### src/rtl/mov_pkg.sv
// rtl/mov_pkg.sv - shared opcodes, STALL word helper and FSM state type for the MOV sequencer
package mov_pkg;

  localparam logic [3:0] OP_MOV1 = 4'b1110;
  localparam logic [3:0] OP_MOV2 = 4'b1111;

  // Widest instruction word the STALL helper can describe.
  localparam int MAX_INSTR_W = 64;

  typedef enum logic {
    IDLE    = 1'b0,
    PENDING = 1'b1
  } state_t;

  // All-ones word of the given width, right-aligned in a MAX_INSTR_W container.
  function automatic logic [MAX_INSTR_W-1:0] stall_word(input int width);
    logic [MAX_INSTR_W-1:0] ones;
    ones = '1;
    return ones >> (MAX_INSTR_W - width);
  endfunction

endpackage

### src/rtl/mov_decode.sv
// rtl/mov_decode.sv - combinational classifier for MOV1 / MOV2 / STALL words and reg-field extraction
module mov_decode
  import mov_pkg::*;
#(
  parameter int INSTR_W    = 8,
  parameter int REG_ADDR_W = 3
) (
  input  logic [INSTR_W-1:0]    instruction,
  output logic                  is_mov1,
  output logic                  is_mov2,
  output logic                  is_stall,
  output logic [REG_ADDR_W-1:0] reg_field
);

  localparam logic [MAX_INSTR_W-1:0] STALL_FULL = stall_word(INSTR_W);
  localparam logic [INSTR_W-1:0]     STALL      = STALL_FULL[INSTR_W-1:0];

  logic [3:0] opcode;

  assign opcode    = instruction[INSTR_W-1 -: 4];
  assign reg_field = instruction[INSTR_W-5 -: REG_ADDR_W];
  assign is_stall  = (instruction == STALL);

  // STALL shares the MOV2 opcode, so it must mask the MOV2 classification.
  assign is_mov1 = (opcode == OP_MOV1) && !is_stall;
  assign is_mov2 = (opcode == OP_MOV2) && !is_stall;

endmodule

### src/rtl/mov_sequencer.sv
// rtl/mov_sequencer.sv - two-word register-move sequencer: MOV1 names dest, MOV2 names source and fires the write
module mov_sequencer
  import mov_pkg::*;
#(
  parameter int INSTR_W       = 8,
  parameter int REG_ADDR_W    = 3,
  parameter int TIMEOUT       = 4,
  parameter int SUPPRESS_SELF = 1
) (
  input  logic                  clk,
  input  logic                  rst,
  input  logic                  enabled,
  input  logic [INSTR_W-1:0]    instruction,
  output logic                  write_enable,
  output logic [REG_ADDR_W-1:0] write_select,
  output logic [REG_ADDR_W-1:0] read_select,
  output logic                  pending,
  output logic                  timeout_pulse,
  output logic                  orphan_err
);

  localparam int               CNT_W       = $clog2(TIMEOUT + 1);
  localparam logic [CNT_W-1:0] TIMEOUT_CNT = CNT_W'(TIMEOUT);
  localparam logic             SUPPRESS    = (SUPPRESS_SELF != 0);

  logic                  is_mov1;
  logic                  is_mov2;
  logic                  is_stall;
  logic [REG_ADDR_W-1:0] reg_field;

  state_t                state;
  logic [CNT_W-1:0]      stall_cnt;
  logic [REG_ADDR_W-1:0] dest;

  mov_decode #(
    .INSTR_W    (INSTR_W),
    .REG_ADDR_W (REG_ADDR_W)
  ) u_decode (
    .instruction (instruction),
    .is_mov1     (is_mov1),
    .is_mov2     (is_mov2),
    .is_stall    (is_stall),
    .reg_field   (reg_field)
  );

  always_ff @(posedge clk) begin
    if (rst) begin
      state         <= IDLE;
      stall_cnt     <= '0;
      dest          <= '0;
      write_enable  <= 1'b0;
      write_select  <= '0;
      read_select   <= '0;
      pending       <= 1'b0;
      timeout_pulse <= 1'b0;
      orphan_err    <= 1'b0;
    end else if (!enabled) begin
      // Frozen: state, counter, dest, pending and selects hold; strobes drop.
      write_enable  <= 1'b0;
      timeout_pulse <= 1'b0;
      orphan_err    <= 1'b0;
    end else begin
      write_enable  <= 1'b0;
      write_select  <= '0;
      read_select   <= '0;
      timeout_pulse <= 1'b0;
      orphan_err    <= 1'b0;

      case (state)
        IDLE: begin
          if (is_mov1) begin
            dest      <= reg_field;
            stall_cnt <= '0;
            state     <= PENDING;
            pending   <= 1'b1;
          end else if (is_mov2) begin
            orphan_err <= 1'b1;
          end
        end

        PENDING: begin
          if (is_stall) begin
            // Counter never passes TIMEOUT: reaching it drops the move instead.
            if (stall_cnt == TIMEOUT_CNT) begin
              state         <= IDLE;
              pending       <= 1'b0;
              stall_cnt     <= '0;
              timeout_pulse <= 1'b1;
            end else begin
              stall_cnt <= stall_cnt + 1'b1;
            end
          end else if (is_mov2) begin
            state   <= IDLE;
            pending <= 1'b0;
            if (!(SUPPRESS && (reg_field == dest))) begin
              write_enable <= 1'b1;
              write_select <= dest;
              read_select  <= reg_field;
            end
          end else if (is_mov1) begin
            dest      <= reg_field;
            stall_cnt <= '0;
          end else begin
            state   <= IDLE;
            pending <= 1'b0;
          end
        end

        default: begin
          state   <= IDLE;
          pending <= 1'b0;
        end
      endcase
    end
  end

endmodule

### config.mk
export PLATFORM = sky130hd
export DESIGN_NAME = mov_sequencer
export DESIGN_NICKNAME = d
export VERILOG_FILES = /design/src/rtl/mov_pkg.sv /design/src/rtl/mov_decode.sv /design/src/rtl/mov_sequencer.sv
export SDC_FILE = /design/constraint.sdc
export NUM_CORES = 1
export LEC_CHECK = 0
export BUFFER_PORTS_ARGS = -buffer_cell sky130_fd_sc_hd__buf_4
export CAP_MARGIN = 20
export CORE_UTILIZATION = 25
export DETAILED_ROUTE_END_ITERATION = 8
export SYNTH_ARGS = -nofsm -noshare
export SYNTH_HDL_FRONTEND = slang
export SYNTH_SLANG_ARGS = --single-unit
### constraint.sdc
create_clock -name clk -period 1.6 [get_ports clk]
set_clock_uncertainty 0.05 [all_clocks]
set_input_delay 0.32 -clock clk [delete_from_list [all_inputs] [get_ports clk]]
set_output_delay 0.32 -clock clk [all_outputs]
set_load 0.1 [all_outputs]
## Yosys cells after proc, flatten, opt, wreduce, memory -nomap -nowiden

Index checks and enable logic that the tools add are counted.

| operators by class | value |
|---|---|
| add/sub/neg operators | 1 |
| equal/unequal tests | 11 |
| multiplexer cells | 31 |
| bitwise operators | 4 |
| reduce and logical (&&, ||, !) cells | 9 |

Operator list:

| kind | number |
|---|---|
| 3-bit two-way mux | 15 |
| 1-bit two-way mux | 12 |
| 3-bit case mux with 2 select lines | 2 |
| 4-bit == test (second input constant) | 2 |
| 8-bit == test (second input constant) | 1 |
| 4-bit OR reduction | 2 |
| 2-bit != test (second input constant) | 3 |
| 5-bit OR reduction | 1 |
| 4-bit by 3-bit != test with 1-bit output (second input constant) | 1 |
| 1-bit inverter | 4 |
| 1-bit case mux with 2 select lines | 2 |
| 4-bit AND reduction | 1 |
| 3-bit by 1-bit adder with 3-bit output (second input constant) | 1 |
| 3-bit == test | 1 |
| 3-bit == test (second input constant) | 1 |
| 3-bit by 2-bit != test with 1-bit output (second input constant) | 1 |
| 3-bit != test (second input constant) | 1 |
| 3-bit AND reduction | 1 |
| 1-bit logical AND | 2 |
| 2-bit AND reduction | 1 |
| 1-bit logical NOT | 1 |

| storage, ports and cells | value |
|---|---|
| flip-flop bits (word level) | 17 |
| input port bits | 11 |

## Logic depth before layout (Yosys ltp)

| logic depth | value |
|---|---|
| depth in word-level cells | 7 |
| mapped depth | 6 |
| depth with buffers taken out | 6 |

## Cells and area by module

Synthesis repeated with hierarchy kept, for this count alone.

| second synthesis, totals | value |
|---|---|
| cells, all modules | 99 |
| area, all modules | 899.6 µm² |

Modules (own cells, without submodules):

| module | times used | cells an instance | area each (µm²) | sequential area each (µm²) |
|---|---|---|---|---|
| mov_sequencer | 1 | 90 | 845.8 | 340.3 |
| mov_decode | 1 | 9 | 53.8 | 0.0 |

## Worst setup path before layout

OpenSTA, ideal clock, no wires.

| path | value |
|---|---|
| kind | input to register |
| start | input instruction[0] |
| end | register read_select[0] |
| arrival | 1.310 ns |
| required time | 1.486 ns |
| path slack | 0.177 ns |
| stages on the path | 4 |
| path buffers | 0 |
| cells stage by stage | and4_1 or3_4 a31oi_4 a32o_2 |

| between the ends | value |
|---|---|
| word-level cells in the longest chain between the ends | 6 |

Ends and longest elaborated chain:

| what | RTL line | RTL |
|---|---|---|
| start, declared | mov_sequencer.sv:13 | `input logic [INSTR_W-1:0] instruction,` |
| 8-bit == test * | mov_decode.sv:22 | `assign is_stall = (instruction == STALL);` |
| 1-bit logical NOT | mov_decode.sv:26 | `assign is_mov2 = (opcode == OP_MOV2) && !is_stall;` |
| 1-bit logical AND | mov_decode.sv:26 |  |
| 3-bit two-way mux | mov_sequencer.sv:92 | `end else if (is_mov2) begin` |
| 3-bit two-way mux * | mov_sequencer.sv:82 | `if (is_stall) begin` |
| 3-bit two-way mux * | mov_sequencer.sv:69 | `case (state)` |
| end signal, assigned | mov_sequencer.sv:98 | `read_select <= reg_field;` |
| end, declared | mov_sequencer.sv:16 | `output logic [REG_ADDR_W-1:0] read_select,` |

Mark *: on every way between the ends. The rest lies on a longest branch, timed or not.
A chain may end at the register's enable or synchronous reset.

## Final worst setup path

| path | value |
|---|---|
| start | register pending |
| end | output pending |

RTL lines:

| what | RTL line | RTL |
|---|---|---|
| start, declared | mov_sequencer.sv:17 | `output logic pending,` |
| start signal, assigned | mov_sequencer.sv:54 | `pending <= 1'b0;` |
| start signal, assigned | mov_sequencer.sv:75 | `pending <= 1'b1;` |
| start signal, assigned | mov_sequencer.sv:86 | `pending <= 1'b0;` |

No word-level cell between the ends.

==> flow_summary.yaml <==
status:
  status: "finished with violations"
  violations: "design-rule violations"
floorplanning:
  start_util_pct: 26.98
  die-area_sq_mm: 0.003252
  core_sq_mm: 0.002805
  die_h_um: 57.03
  ios: 21
  row_count: 19
  fp.dieW_um: 57.03
final_layout:
  seqCellArea_sq_um: 340.3
  multi_input_area_sq_um: 397.9
  fin_area_sq_mm: 0.001018
  layout-drive-gt1-share_pct: 37.96
  area_delta_synth_final_pct: 34.55
  diodes: 0
  nFillCells: 297
  final_cells: 139
  nNetsFinal: 122
worst_setup_path:
  crit_chain: "buf_4"
  worst_path_largest_cell_delay_ps: 360
  cpLargestDelayFamily: "flip-flops"
  crit_required_ps: 1230
  cp_max_fo: 3
  worstPathBufferInverterCount: 1
  crit_path_start_kind: "flop"
  slowest_stage: "dfxtp_1"
  end_kind: "primary output"
  path_class: "flop to primary output"
  critPathArrivalTime_ps: 950
global_routing:
  grt_use_met2_pct: 17.14
  gr-usage-all-layers_pct: 11.86
  grt_pass1_vias: 637
  use_met3_pct: 4.308
  grt_pass1_wl_um: 2849
  grt_busiest_layer: "met2"
  grt_max_degree: 14
  antenna_found_initial: 0
  overflow: 0
  use_met1_pct: 14.59
timing:
  post-route-period-util_pct: 82.79
  setup_slack_ps: 275.4
  setup_viol: 0
  tightestPinTransition_ps: 447.1
  fmax_mhz: 754.9
  fin_tns_setup_ps: 0
  rsz0062_at_grt: "no"
  finalHoldViolations: 0
  min_period_ps: 1325
  drv_slew: 0
  relSlewSlack_pct: 70.15
flow_run:
  cap_violations: 0
synth:
  postSynthCellCount: 79
  yosys_register_bits: 17
  synth_cell_types: 25
  syn-cell-area_sq_um: 757.0
  ys_warn_count: 0
  avgSynthCellArea_sq_um: 9.582
  ys_seq_area_share_pct: 44.96
  syn-num-nets: 92
placed_design:
  io_buffers: 20
  place_ws_ps: 9.043
  place_area_sq_um: 991.0
  gp_congestion: 0.7336
  dp_cells: 135
  hpwl_um: 1261
pwr:
  p_leak_nw: 0.4339
  p_per_area_mw_per_mm2: 737.4
  vdd_drop_max_uv: 453.6
route:
  drt-total-wl_um: 1717
  ant_nets: 0
  firstDrtPassIters: 6
  wl_per_cell_um: 12.35
  vias: 685
  drtIter0Drc: 28
  drcViolationCount: 2
  vias_per_cell: 4.928
clock_tree:
  clock-root-buffer: "clkbuf_4"
  postCtsSetupRepairBufs: 0
  cts_sinks: 17
  cts_resized: 0
  insertion_delay_ps: 300
  holdBufCountCts: 0
  cts_tree: "built"
  cts-buffers-inserted: 3
  clk_path_buf_depth: 2
  clkTransAtPathRegs_ps: 100
  h-tree-depth: 1
hold_path:
  hold_path_class: "input port to flop"
## kinds of logic after synthesis
family / after synthesis / synth area share [%]
adder cells (fa/ha/maj): 2 / 3.305
AND/OR/NAND/NOR: 27 / 20.99
XOR/XNOR: 3 / 3.472
buffers and inverters: 5 / 2.480
AO/OA/AOI/OAI: 25 / 24.79
flip-flops: 17 / 44.96
## synthesized netlist by cell type, drive strengths merged
library cell	instances	area share (%)
a21oi	7	4.6
a31o	1	1.2
a31oi	3	4.5
a32o	6	8.9
and2	2	1.7
and3	1	0.83
and4	1	1.2
clkbuf	2	0.99
dfxtp	17	45
ha	2	3.3
inv	3	1.5
nand2	6	3.0
nand2b	1	0.83
nand3	4	2.6
nand4	2	3.6
nand4b	1	1.2
nor2	6	3.0
nor3	1	0.66
o21ai	7	4.6
o21bai	1	0.99
or2b	1	0.99
or3	1	1.5
xnor2	3	3.5
## through the flow
step	hold WS (ps)	total power, mW	util (%)
finish	238.9	0.7510	36.31
global route	221.2	0.7948	36.31
CTS	225.1	0.7670	36.31
detailed placement	409.1	0.5187	35.33
global placement	401.2	0.5182	35.33
floorplan	388.8	0.4708	-
## sequential cells by signal, indices dropped and copies added (netlist names)
| name | flops |
|---|---|
| write_enable | 1 |
| state | 1 |
| orphan_err | 1 |
| timeout_pulse | 1 |
| pending | 1 |
| read_select | 3 |
| dest | 3 |
| stall_cnt | 3 |
| write_select | 3 |
## routing by layer
metal  up-vias  wire length [um]
met5         -                 0
met4         0                40
met3         4                69
met2        14               761
met1       317               845
li1        350                 -
## where the power goes
group	switching (mW)	internal, mW
combinational	0.0430	0.0388
sequential	0.00266	0.425
clock	0.148	0.0934
total	0.194	0.557
## area by class of cell
cell class,count,area share [%]
Inverter,3,1.106
Timing Repair Buffer,27,19.90
Tap cell,31,3.808
Clock inverter,1,0.4914
Clock buffer,3,2.211
Sequential cell,17,33.42
Multi-Input combinational cell,57,39.07
## cells in the final DEF (no fill, tap or decap)
cell type  netlist  routed
buf_4            0      27
and4_1           1       1
nand2b_1         1       1
or2b_1           1       1
and3_1           1       1
xnor2_1          3       3
clkinv_2         0       1
inv_1            3       3
o21ai_0          7       7
a31oi_4          1       1
nand4_4          1       1
nand4b_1         1       1
ha_1             2       2
dfxtp_1         17      17
clkbuf_4         0       3
o21bai_1         1       1
nor3_1           1       1
nand2_1          6       6
nand4_1          1       1
and2_1           2       2
a32o_2           6       6
or3_4            1       1
nand3_1          4       4
a31o_2           1       1
a31oi_1          2       2
a21oi_1          7       7
nor2_1           6       6
## final timing paths
path	start	to	slack, ps	cells after the start
worst min register to register	read_select[1]$_SDFFE_PP0P_	read_select[1]$_SDFFE_PP0P_	430	1
worst max-delay path	pending$_SDFFE_PP0P_	pending	280	1
worst max register to register	stall_cnt[0]$_SDFFE_PP0P_	pending$_SDFFE_PP0P_	300	6
worst min-delay path	instruction[1]	dest[0]$_SDFFE_PP0P_	240	3
Power figures use the tool's default switching activity.
